==> config.mk <==
export PLATFORM = sky130hd
export DESIGN_NAME = bus_arbiter
export DESIGN_NICKNAME = d
export VERILOG_FILES = /design/src/rtl/bus_arbiter.sv
export SDC_FILE = /design/constraint.sdc
export NUM_CORES = 1
export LEC_CHECK = 0
export BUFFER_PORTS_ARGS = -buffer_cell sky130_fd_sc_hd__buf_4
export CORE_ASPECT_RATIO = 1.2
export CORE_UTILIZATION = 46
export CTS_BUF_LIST = sky130_fd_sc_hd__clkbuf_8
export CTS_CLUSTER_SIZE = 8
export DETAILED_ROUTE_END_ITERATION = 10
export PLACE_DENSITY = 0.79
export SETUP_SLACK_MARGIN = 0.2
export SYNTH_ARGS = -nofsm -noshare
export SYNTH_HDL_FRONTEND = slang
export SYNTH_SLANG_ARGS = --single-unit
==> constraint.sdc <==
create_clock -name clk -period 1.8 [get_ports clk]
set_input_delay 0 -clock clk [delete_from_list [all_inputs] [get_ports clk]]
set_output_delay 0 -clock clk [all_outputs]
set_load 0.02 [all_outputs]
==> src/rtl/bus_arbiter.sv <==
// Snooping-bus arbiter: round-robin grant of the shared bus, one-cycle broadcast
// of the winning request, then a watchdog-bounded wait for the crossbar completion.
package bus_arbiter_pkg;
    // Message field widths match the default NUM_CPUS=4 / XLEN=6 configuration
    localparam int BA_SRC_W  = 3;
    localparam int BA_ADDR_W = 6;

    typedef enum logic [1:0] {
        IDLE = 2'd0,
        GETS = 2'd1,
        GETM = 2'd2,
        PUTM = 2'd3
    } bus_tx_t;

    typedef struct packed {
        logic                 valid;
        logic [BA_SRC_W-1:0]  source;
        logic [BA_ADDR_W-1:0] addr;
        bus_tx_t              bus_tx;
    } bus_msg_t;

    typedef struct packed {
        logic                 valid;
        logic                 memory_flag;
        logic [BA_SRC_W-1:0]  destination;
        logic [BA_ADDR_W-1:0] addr;
    } xbar_msg_t;
endpackage

module bus_arbiter
    import bus_arbiter_pkg::*;
#(
    parameter int NUM_CPUS = 4,
    parameter int XLEN     = 6,
    parameter int TIMEOUT  = 64
) (
    input  logic                           clk,
    input  logic                           rst,
    input  logic [NUM_CPUS-1:0]            req_valid,
    input  logic [NUM_CPUS-1:0][XLEN-1:0]  req_addr,
    input  bus_tx_t [NUM_CPUS-1:0]         req_tx,
    input  xbar_msg_t                      xbar_in,
    output logic [NUM_CPUS-1:0]            grant,
    output bus_msg_t                       bus_out,
    output logic                           busy,
    output logic                           timeout_err
);
    localparam int         IDX_W    = (NUM_CPUS > 1) ? $clog2(NUM_CPUS) : 1;
    localparam logic [7:0] CNT_LAST = 8'(TIMEOUT - 1);

    typedef enum logic [1:0] {S_ARB, S_BCAST, S_WAIT} state_t;

    state_t                state_q, state_d;
    logic [IDX_W-1:0]      ptr_q, ptr_d;
    logic [IDX_W-1:0]      idx_q, idx_d;
    logic [XLEN-1:0]       addr_q, addr_d;
    bus_tx_t               tx_q, tx_d;
    logic [7:0]            cnt_q, cnt_d;
    logic [NUM_CPUS-1:0]   grant_q, grant_d;
    bus_msg_t              bus_out_q, bus_out_d;
    logic                  timeout_err_q, timeout_err_d;

    logic [NUM_CPUS-1:0]   eligible;
    logic                  found;
    logic [IDX_W-1:0]      sel_idx;
    logic [BA_SRC_W-1:0]   src_ext;
    logic                  addr_hit;
    logic                  complete;

    for (genvar gi = 0; gi < NUM_CPUS; gi++) begin : g_elig
        assign eligible[gi] = req_valid[gi] && (req_tx[gi] != IDLE);
    end

    // Round-robin scan starting just after the last owner
    always_comb begin
        int cand;
        cand    = 0;
        found   = 1'b0;
        sel_idx = '0;
        for (int k = 1; k <= NUM_CPUS; k++) begin
            cand = (int'(ptr_q) + k) % NUM_CPUS;
            if (!found && eligible[IDX_W'(cand)]) begin
                found   = 1'b1;
                sel_idx = IDX_W'(cand);
            end
        end
    end

    assign src_ext  = BA_SRC_W'(idx_q);
    assign addr_hit = xbar_in.valid && (xbar_in.addr == BA_ADDR_W'(addr_q));
    // Writebacks finish at memory; reads finish when data reaches the requester
    assign complete = (tx_q == PUTM) ? (addr_hit && xbar_in.memory_flag)
                                     : (addr_hit && !xbar_in.memory_flag &&
                                        (xbar_in.destination == src_ext));

    always_comb begin
        state_d       = state_q;
        ptr_d         = ptr_q;
        idx_d         = idx_q;
        addr_d        = addr_q;
        tx_d          = tx_q;
        cnt_d         = cnt_q;
        grant_d       = grant_q;
        bus_out_d     = bus_out_q;
        timeout_err_d = 1'b0;
        case (state_q)
            S_ARB: begin
                grant_d = '0;
                if (found) begin
                    idx_d            = sel_idx;
                    addr_d           = req_addr[sel_idx];
                    tx_d             = req_tx[sel_idx];
                    grant_d[sel_idx] = 1'b1;
                    bus_out_d        = '{valid:  1'b1,
                                         source: BA_SRC_W'(sel_idx),
                                         addr:   BA_ADDR_W'(req_addr[sel_idx]),
                                         bus_tx: req_tx[sel_idx]};
                    state_d          = S_BCAST;
                end
            end
            S_BCAST: begin
                bus_out_d.valid  = 1'b0;
                bus_out_d.bus_tx = IDLE;
                cnt_d            = '0;
                state_d          = S_WAIT;
            end
            S_WAIT: begin
                if (complete || (cnt_q == CNT_LAST)) begin
                    ptr_d         = idx_q;
                    grant_d       = '0;
                    timeout_err_d = !complete;
                    state_d       = S_ARB;
                end else begin
                    cnt_d = cnt_q + 8'd1;
                end
            end
            default: state_d = S_ARB;
        endcase
    end

    always_ff @(posedge clk) begin
        if (rst) begin
            state_q       <= S_ARB;
            ptr_q         <= IDX_W'(NUM_CPUS - 1);
            idx_q         <= '0;
            addr_q        <= '0;
            tx_q          <= IDLE;
            cnt_q         <= '0;
            grant_q       <= '0;
            bus_out_q     <= '0;
            timeout_err_q <= 1'b0;
        end else begin
            state_q       <= state_d;
            ptr_q         <= ptr_d;
            idx_q         <= idx_d;
            addr_q        <= addr_d;
            tx_q          <= tx_d;
            cnt_q         <= cnt_d;
            grant_q       <= grant_d;
            bus_out_q     <= bus_out_d;
            timeout_err_q <= timeout_err_d;
        end
    end

    assign grant       = grant_q;
    assign bus_out     = bus_out_q;
    assign busy        = (state_q != S_ARB);
    assign timeout_err = timeout_err_q;
endmodule

==> impl_metrics.py, run 1 <==
metrics = {
    "run_status": {
        "status": "complete, no violations",
    },
    "cts": {
        "clk_latency_ns": 0.29,
        "cts.clk_slew.worst_paths_ns": 0.07,
        "clockBufferDepth": 2,
        "cts-root-buf": "clkbuf_8",
        "cts-buffers-inserted": 5,
        "ctsHoldBuffers": 0,
        "cts_tree": "built",
        "cts_sinks": 30,
        "cts_htree_levels": 2,
    },
    "power_and_ir_drop": {
        "power.leakage_nw": 1.245,
        "p_total_mw": 2.274,
        "power.density_nw_per_um2": 785.8,
        "peakVddDrop_mv": 0.4622,
    },
    "final_layout": {
        "finalCoreUtilization_pct": 79.00,
        "multiInputGateArea_sq_um": 1349,
        "num_antenna_cells": 0,
        "nets": 356,
        "area_growth_syn_to_layout_pct": 61.97,
        "final_cell_mix": "buf_4 (93), nand2_1 (24), dfxtp_1 (19), nor2_1 (15), a21oi_1 (11)",
        "layout_commonest_cell": "buf_4",
        "seq_area_sq_um": 629.4,
        "fill_cells": 250,
        "drive_above_1_share_pct": 53.09,
    },
    "global_routing": {
        "use_met3_pct": 4.815,
        "busiest_layer": "met2",
        "overflow": 0,
        "use_met1_pct": 32.37,
        "grt_antenna_before_repair": 0,
        "grt_pass1_wl_mm": 9.066,
        "met2_usage_pct": 51.77,
        "track_usage_pct": 28.66,
        "grt_max_degree": 32,
        "grt_pass1_vias": 2084,
    },
    "routing": {
        "num_vias": 2050,
        "ant_nets": 0,
        "wl_per_cell_microns": 16.28,
        "drt_iter0_drc": 161,
        "vias_per_cell": 5.710,
        "routed_wl_mm": 5.844,
        "drc_errors": 0,
        "drt_first_pass_iters": 4,
    },
    "setup_path": {
        "path_common_cell": "buf_4",
        "critPathCapture": "bus_out[5]",
        "crit_family": "compound AO/OA/AOI/OAI gates",
        "r2r_start": "ptr_q[0]",
        "worstRegToRegCells": 6,
        "cp.depth": 6,
        "r2r_end": "bus_out[5]",
        "slowest_stage": "dfxtp_2",
        "worstPathCellList": "buf_4, nor2_1, o41ai_1, buf_4, a221oi_2, a211oi_1",
        "slowest_delay_ns": 0.41,
        "critPathArrivalTime_ns": 1.91,
        "reg2reg_slack_ns": 0.07,
        "startpoint_type": "flop",
        "cp.required_ns": 1.98,
        "crit_type": "flop to flop",
        "cp_max_fo": 5,
        "worstSetupEndpointType": "flop",
        "critPathLaunch": "ptr_q[0]",
        "critPathBufInv": 2,
    },
    "worst_hold_path": {
        "min_path_cells": 4,
        "hp-start": "req_addr[8]",
        "hold_path_class": "primary input to flop",
    },
    "floorplan": {
        "die-height_microns": 70.27,
        "core_sq_um": 3664,
        "io_pins": 67,
        "start_util_pct": 48.77,
        "core.rowCount": 24,
        "die_x_microns": 58.89,
        "die_area_sq_um": 4138,
    },
    "timing": {
        "clock_skew_ns": 0.007413,
        "finalHoldViolCount": 0,
        "grt_setup_unrepaired": "true",
        "fin_tns_setup_ns": 0,
        "finalCriticalPeriod_ns": 1.731,
        "finalMaxSlewViolations": 0,
        "max_freq_ghz": 0.5777,
        "setup-violations-final": 0,
        "fin_crit_sh_pct": 96.16,
    },
    "synth": {
        "async_reset_ff_share_pct": 0,
        "ys_ff_latch": 30,
        "synth_area_sq_um": 1787,
        "ys.flop_type": "dfxtp_1",
        "synth_edf_count": 0,
        "ys_seq_area_share_pct": 33.61,
        "synth_cell_type_count": 53,
        "synth_area_per_cell_sq_um": 8.272,
        "synth_nets": 266,
        "synthCells": 216,
        "synth_warnings": 0,
    },
    "place": {
        "place.gp.congestion": 0.7988,
        "portBuffers": 65,
        "place_hpwl_mm": 4.060,
    },
    "flow_run": {
        "max_cap_violations": 0,
    },
}
per-layer routing:
metal  vias to the layer above  wire length, microns
met5                         -                     0
li1                        992                     -
met4                         0                    65
met3                         6                   244
met2                        71                  3315
met1                       981                  2219
synthesized netlist by cell type (2+ instances only):
cell type	number	share of area [%]
a211oi_1	8	3.4
a21oi_1	12	3.4
a221oi_1	5	2.5
a22oi_1	3	1.3
a22oi_2	3	2.1
a32o_1	2	1.1
and3_1	2	0.70
buf_1	2	0.42
buf_2	2	0.56
buf_4	2	0.84
clkbuf_1	5	1.1
dfxtp_1	30	34
inv_1	2	0.42
mux2_1	7	4.4
mux2i_1	3	1.7
nand2_1	28	5.9
nand2b_1	2	0.70
nand3_1	6	1.7
nand3b_1	2	0.84
nand4_1	3	1.1
nor2_1	18	3.8
nor3_1	9	2.5
nor3b_1	3	1.3
o211ai_1	4	1.7
o21a_1	5	2.1
o21ai_0	3	0.84
o21ai_1	9	2.5
o31ai_1	2	0.84
or2_2	2	0.70
or4_1	2	0.84
xnor2_1	8	3.9
registers in the layout, summed over array words and instances (netlist names):
register,flops
bus_out,11
cnt_q,8
grant,4
ptr_q,2
state_q,2
tx_q,2
timeout_err,1
cell families after synthesis:
family | synth area share [%]
flops | 33.61
other cells | 0.2099
xor+xnor | 4.412
mux | 6.093
buf+inv | 3.922
compound gates | 27.94
fa+ha+maj | 0.7002
simple gates | 23.11
report_power, final:
part / leakage (nW) / switching, mW / internal [mW]
clock network: 0.0504 / 0.275 / 0.411
logic: 0.944 / 0.398 / 0.401
registers: 0.251 / 0.0675 / 0.721
worst min-delay path, delay by kind of cell:
family	cells	cell delay, ns
AND/OR/NAND/NOR	2	0.09
buffers and inverters	1	0.07
AO/OA/AOI/OAI	1	0.13
how the worst min path moves through the flow:
stage	endpoint	slack [ns]
after global placement	bus_out[4]	0.32
after detailed placement	bus_out[4]	0.33
after floorplan	bus_out[4]	0.22
final	bus_out[4]	0.04
after CTS	bus_out[4]	0.04
after global routing	bus_out[4]	0.07
area by class of cell:
type | instances | share of cell area (%)
flip-flops and latches | 30 | 21.75
repair buffers | 95 | 25.21
clock inverters | 3 | 1.556
inverters | 2 | 0.2594
well taps | 52 | 2.248
multi-input cells | 172 | 46.61
clock buffers | 5 | 2.378
what timing repair did:
item | 4_1_cts | 5_1_grt
resized for setup | 22 | 24
endpoints found under the setup margin | 24 | 27
pin swaps | 11 | 14
cloned | 0 | 0
buffers inserted | 7 | 4
stage by stage:
stage | hold slack, ns | worst slack, ns | cell area [sq um] | instances
3_3_place_gp | 0.3168 | -0.008434 | 2496 | 340
3_5_place_dp | 0.3319 | -0.05893 | 2496 | 340
4_1_cts | 0.04042 | 0.06049 | 2760 | 355
5_1_grt | 0.06512 | -0.04793 | 2894 | 359
6_report | 0.04066 | 0.06906 | 2894 | 359
2_1_floorplan | 0.2211 | 0.06585 | 1867 | 216
(Power assumes the default switching activity.)
==> run 2: changes to the inputs <==
- ABC_AREA: not set -> 1
- CORE_UTILIZATION: 46 -> 47
- PLACE_DENSITY: 0.79 -> 0.8
==> run 2 against run 1 <==
The flow now finishes with violations (setup timing). Clock skew down 0.0012 ns. Via count up 16%. Cell count up 24%. Final area up 4.7%. Worst setup slack worse by 0.19 ns. Synthesized cell count up 39%. Clock power down 16%. Register-to-register slack worse by 0.19 ns. Clock-buffer cell count up 1. Wire length up 6.2%. Core utilization down 1.5 points. Sequential power about the same. Critical endpoint is now bus_out[7]. Highest routed layer unchanged.
==> impl_metrics.py, run 2 <==
metrics = {
    "run_status": {
        "status": "finished with violations",
        "violations": "setup timing",
    },
    "setup_path": {
        "cp.required_ns": 1.98,
        "worstPathCellList": "buf_12, xnor2_4, nand3_2, nand2_2, nand4_1, nand2_2, nand2_8, buf_8, nand3_1, nand3_2, nor2_2, nor2_1",
        "slowest_stage": "dfxtp_2",
        "worstSetupEndpointType": "flop",
        "critPathArrivalTime_ns": 2.09,
        "slowest_delay_ns": 0.33,
        "startpoint_type": "flop",
        "cp_max_fo": 8,
        "crit_type": "flop to flop",
    },
    "cts": {
        "cts_tree": "built",
        "cts-root-buf": "clkbuf_8",
        "cts.clk_slew.worst_paths_ns": 0.07,
        "cts_htree_levels": 2,
        "cts_sinks": 30,
        "clockBufferDepth": 2,
        "cts-buffers-inserted": 5,
        "clk_latency_ns": 0.28,
    },
    "timing": {
        "max_freq_ghz": 0.5210,
        "clock_skew_ns": 0.006167,
        "finalHoldViolCount": 0,
        "grt_setup_unrepaired": "true",
        "fin_tns_setup_ns": -1.055,
        "fin_crit_sh_pct": 106.6,
        "finalCriticalPeriod_ns": 1.919,
        "finalMaxSlewViolations": 0,
        "setup_ws_ns": -0.1192,
        "setup-violations-final": 15,
    },
    "routing": {
        "num_vias": 2375,
        "ant_nets": 0,
        "drt_first_pass_iters": 4,
        "wl_per_cell_microns": 13.94,
        "vias_per_cell": 5.337,
        "routed_wl_mm": 6.205,
        "drc_errors": 0,
        "drt_iter0_drc": 86,
    },
    "power_and_ir_drop": {
        "power.leakage_nw": 1.463,
        "swShare_pct": 36.17,
        "pwr-share-comb_pct": 37.5,
        "seqPwrFrac_pct": 36.2,
        "clock_power_share_pct": 26.4,
        "p_int_mw": 1.393,
        "power.density_nw_per_um2": 720.4,
        "peakVddDrop_mv": 0.7396,
        "p_sw_uw": 789.2,
    },
    "final_layout": {
        "fill_cells": 295,
        "layout_commonest_cell": "buf_4",
        "num_antenna_cells": 0,
        "largest_reg_flops": 11,
        "final_cell_mix": "buf_4 (81), nand2_1 (72), dfxtp_1 (28), inv_1 (26), nand3_2 (26)",
        "area_growth_syn_to_layout_pct": 58.03,
        "drive_above_1_share_pct": 44.76,
        "instances_no_fill": 445,
        "nets": 440,
        "finalCoreUtilization_pct": 77.47,
    },
    "synth": {
        "synth_common_cells": "nand2_1 (92), nand3_1 (45), dfxtp_1 (30)",
        "synth_warnings": 0,
        "synthCells": 301,
        "synth_nets": 351,
        "async_reset_ff_share_pct": 0,
        "yosysMostFrequentCell": "nand2_1",
        "synth_edf_count": 0,
        "ys_ff_latch": 30,
        "synth_area_sq_um": 1917,
        "synthTopCellsByArea": "dfxtp_1 (31%), nand2_1 (18%), nand3_1 (12%)",
        "synth_area_per_cell_sq_um": 6.368,
        "synth_cell_type_count": 33,
        "yosys.area.top_type": "dfxtp_1",
        "ys_seq_area_share_pct": 31.33,
        "synth_top_cell_area_share_pct": 31.33,
        "ys.flop_type": "dfxtp_1",
    },
    "floorplan": {
        "core.rowCount": 25,
        "core_sq_um": 3910,
        "die_x_microns": 60.30,
        "die-height_microns": 71.96,
        "die_area_sq_um": 4339,
        "io_pins": 67,
        "start_util_pct": 49.02,
    },
    "place": {
        "place.gp.congestion": 0.8589,
        "place_hpwl_mm": 4.133,
        "portBuffers": 65,
        "place_inst": 430,
    },
    "global_routing": {
        "grt_pass1_wl_mm": 9.321,
        "grt_max_degree": 19,
        "overflow": 0,
        "grt_antenna_before_repair": 0,
        "track_usage_pct": 28.32,
        "grt_pass1_vias": 2197,
    },
    "flow_run": {
        "max_cap_violations": 0,
    },
    "worst_hold_path": {
        "hold_path_class": "primary input to flop",
    },
}
run 2: what timing repair did:
item                                    4_1_cts  5_1_grt
hold buffers                                  1        0
endpoints found under the hold margin         9        0
resized for setup                            20       52
pin swaps                                     8       43
endpoints found under the setup margin       25       29
setup buffers                                 1        5
run 2: cells by family after synthesis:
family                   count (synthesis)  share of synthesized area [%]
AND/OR/NAND/NOR                        188                          44.19
buffers and inverters                   40                          9.725
AO/OA/AOI/OAI                           36                          10.25
flip-flops                              30                          31.33
XOR/XNOR                                 5                          3.656
adder cells (fa/ha/maj)                  1                         0.6526
other                                    1                         0.1956
run 2: per-layer routing:
| layer | vias to the layer above | routed length [microns] | track usage (%) |
|---|---|---|---|
| met4 | 0 | 187 | 11.11 |
| met1 | 1106 | 2382 | 33.26 |
| met3 | 18 | 337 | 6.061 |
| met5 | - | 0 | 0 |
| li1 | 1157 | - | - |
| met2 | 94 | 3297 | 48.96 |
run 2: worst paths after layout:
kind | startpoint | endpoint | slack [ns] | depth (start not counted)
worst max register to register | ptr_q[1] | bus_out[7] | -0.12 | 12
worst min-delay path | req_addr[19] | bus_out[3] | 0.04 | 5
worst min register to register | grant[2] | grant[2] | 0.46 | 2
worst max-delay path | ptr_q[1] | bus_out[7] | -0.12 | 12
run 2: critical path: cells and delay by family (launching register included):
family	cells	cell delay (ns)
simple gates	9	0.91
xor+xnor	1	0.26
buf+inv	2	0.30
flops	1	0.33
run 2: cell type report:
type / instances / area [sq um] / share of cell area [%]
multi-input combinational: 231 / 1376 / 45.44
clock inverter: 2 / 12.51 / 0.4131
sequential: 30 / 603.1 / 19.91
clock buffer: 6 / 82.58 / 2.726
inverter: 31 / 128.9 / 4.254
timing repair buffer: 91 / 758.2 / 25.03
tap: 54 / 67.56 / 2.230
run 2: power by group through the flow:
stage               combinational (mW)  sequential (mW)  clock [mW]
floorplan                        0.332            0.853           0
global placement                 0.687            0.801           0
detailed placement               0.697            0.801           0
CTS                              0.731            0.788       0.585
global route                     0.889            0.798       0.611
finish                           0.817            0.790       0.575
run 2: through the flow:
stage	instance area, sq um	power (mW)	setup slack, ns	hold slack [ns]
4_1_cts	2779	2.104	-0.05756	0.02310
3_5_place_dp	2594	1.498	-0.1402	0.2826
6_report	3029	2.182	-0.1192	0.03778
5_1_grt	3029	2.298	-0.2422	0.07681
2_1_floorplan	1931	1.185	0.05656	0.1295
3_3_place_gp	2594	1.488	-0.07409	0.2795
==> run 3: changes to the inputs <==
- REMOVE_ABC_BUFFERS: not set -> 1
==> run 3 against run 2 <==
Sequential share of layout area is 0.67 points higher. Largest cell class unchanged. Combinational power increased by 2%. Critical path depth unchanged. Total power shrank 0.27%. Final area shrank 2.3%. Non-clock buffer count is 3 higher. Critical path type unchanged. Via count decreased by 3.3%. First-iteration DRC count increased by 29%. Wire length is 10% lower. Clock skew hardly changed. The run still ends with setup timing left. Sequential power hardly changed.
==> impl_metrics.py, run 3 (synthesis results as in run 2) <==
metrics = {
    "run_status": {
        "status": "finished with violations",
        "violations": "setup timing",
    },
    "routing": {
        "routed_wl_mm": 5.575,
        "vias_per_cell": 5.114,
        "num_vias": 2296,
        "ant_nets": 0,
        "drt_iter0_drc": 111,
        "wl_per_cell_microns": 12.42,
        "drt_first_pass_iters": 4,
        "drc_errors": 0,
    },
    "setup_path": {
        "startpoint_type": "flop",
        "slowest_stage": "dfxtp_2",
        "critPathArrivalTime_ns": 2.11,
        "crit_type": "flop to flop",
        "crit_family": "simple AND/OR/NAND/NOR gates",
        "worstPathCellList": "buf_12, xnor2_4, nand3_2, nand2_2, nand4_1, nand2_2, nand2_4, buf_8, nand3_1, nand2_1, nor2_1, nor2_1",
        "slowest_delay_ns": 0.33,
        "critPathLaunch": "ptr_q[0]",
        "critPathBufInv": 2,
        "cp_max_fo": 8,
        "cp.required_ns": 1.97,
        "r2r_start": "ptr_q[0]",
        "worstSetupEndpointType": "flop",
    },
    "floorplan": {
        "die_x_microns": 60.30,
        "core.rowCount": 25,
        "die_area_sq_um": 4339,
        "core_sq_um": 3910,
        "start_util_pct": 49.02,
        "io_pins": 67,
        "die-height_microns": 71.96,
    },
    "power_and_ir_drop": {
        "swShare_pct": 35.27,
        "p_int_mw": 1.409,
        "pwr-share-comb_pct": 38.1,
        "peakVddDrop_mv": 0.4359,
        "seqPwrFrac_pct": 36.4,
        "power.leakage_nw": 1.459,
        "power.density_nw_per_um2": 735.1,
        "clock_power_share_pct": 25.5,
        "p_sw_uw": 767.6,
    },
    "place": {
        "place_hpwl_mm": 3.801,
        "preCtsSetupSlack_ns": -0.07835,
        "place_inst": 426,
        "place.gp.congestion": 0.8288,
        "portBuffers": 65,
    },
    "global_routing": {
        "grt_max_degree": 19,
        "track_usage_pct": 26.90,
        "overflow": 0,
        "grt_pass1_wl_mm": 8.811,
        "grt_antenna_before_repair": 0,
        "grt_pass1_vias": 2105,
    },
    "cts": {
        "cts_sinks": 30,
        "clk_latency_ns": 0.28,
        "cts-buffers-inserted": 5,
        "clockBufferDepth": 2,
        "cts.clk_slew.worst_paths_ns": 0.06,
        "cts_htree_levels": 2,
        "cts-root-buf": "clkbuf_8",
        "cts_tree": "built",
    },
    "final_layout": {
        "instances_no_fill": 449,
        "area_growth_syn_to_layout_pct": 54.44,
        "largest_reg_flops": 11,
        "final_cell_mix": "buf_4 (88), nand2_1 (81), nand3_1 (31), inv_1 (26), nor2_1 (24)",
        "num_antenna_cells": 0,
        "drive_above_1_share_pct": 42.78,
        "seq_area_sq_um": 609.3,
        "nets": 444,
        "fill_cells": 289,
        "layout_commonest_cell": "buf_4",
        "multiInputGateArea_sq_um": 1301,
    },
    "timing": {
        "finalHoldViolCount": 0,
        "setup-violations-final": 12,
        "finalCriticalPeriod_ns": 1.941,
        "max_freq_ghz": 0.5153,
        "grt_setup_unrepaired": "true",
        "setup_ws_ns": -0.1407,
        "finalMaxSlewViolations": 0,
        "clock_skew_ns": 0.005845,
        "holdWs_ns": 0.03801,
        "fin_crit_sh_pct": 107.8,
    },
    "worst_hold_path": {
        "hold_path_class": "primary input to flop",
        "hp-start": "req_addr[8]",
    },
    "flow_run": {
        "max_cap_violations": 0,
    },
}
## run 3: cell count changes in the layout (fill, tap and decap cells not counted), moves of 2 or more
cell | previous run | this run
dfxtp_2 | 2 | 7
buf_4 | 81 | 88
o21ai_1 | 2 | 4
inv_6 | 0 | 3
nand2_1 | 72 | 81
buf_6 | 4 | 1
nand3_1 | 24 | 31
o21ai_0 | 11 | 8
nand3_2 | 26 | 20
dfxtp_1 | 28 | 23
nand2_2 | 20 | 13
## run 3: metal layers
metal  wire (microns)  global-route usage (%)
met1             2235                   30.81
met2             2889                   47.13
met3              353                   7.487
met4               96                   8.527
met5                0                       0
## run 3: power by group through the flow
stage / Sequential (mW) / Combinational [mW] / Clock [mW]
after floorplan: 0.853 / 0.310 / 0
after global placement: 0.800 / 0.661 / 0
after detailed placement: 0.801 / 0.667 / 0
after CTS: 0.789 / 0.748 / 0.560
after global routing: 0.798 / 0.904 / 0.601
final: 0.791 / 0.830 / 0.555
## run 3: what timing repair did
action | 4_1_cts | 5_1_grt
gates resized for setup | 31 | 33
endpoints found under the hold margin | 6 | 0
pin swaps | 13 | 16
endpoints found under the setup margin | 24 | 29
buffers inserted | 7 | 6
hold buffers | 1 | 0
gates cloned | 1 | 0
## run 3: cell type report
| cell class | instances | area share [%] |
|---|---|---|
| inverters | 31 | 4.522 |
| flip-flops and latches | 30 | 20.58 |
| clock inverters | 2 | 0.2959 |
| well taps | 54 | 2.282 |
| multi-input cells | 232 | 43.96 |
| clock buffers | 6 | 2.790 |
| repair buffers | 94 | 25.57 |
## run 3: final timing paths
check | end | slack (ns) | cells after the start
max | bus_out[7] | -0.14 | 12
min | bus_out[4] | 0.04 | 5
max reg2reg | bus_out[7] | -0.14 | 12
min reg2reg | cnt_q[0] | 0.45 | 1
## run 3: worst min-delay path: cells and delay by family
kind                   cells  cell delay [ns]
buffers and inverters      1             0.08
and+or+nand+nor            4             0.20
## run 3: stage by stage
| stage | utilization, % | power, mW | setup TNS (ns) | area, sq um |
|---|---|---|---|---|
| after floorplan | - | 1.163 | -3.646 | 1852 |
| after global placement | 65.41 | 1.461 | -0.2929 | 2557 |
| after detailed placement | 65.41 | 1.467 | -0.5285 | 2557 |
| after CTS | 72.13 | 2.096 | -0.1562 | 2820 |
| after global routing | 75.71 | 2.303 | -2.744 | 2960 |
| final | 75.71 | 2.176 | -1.139 | 2960 |
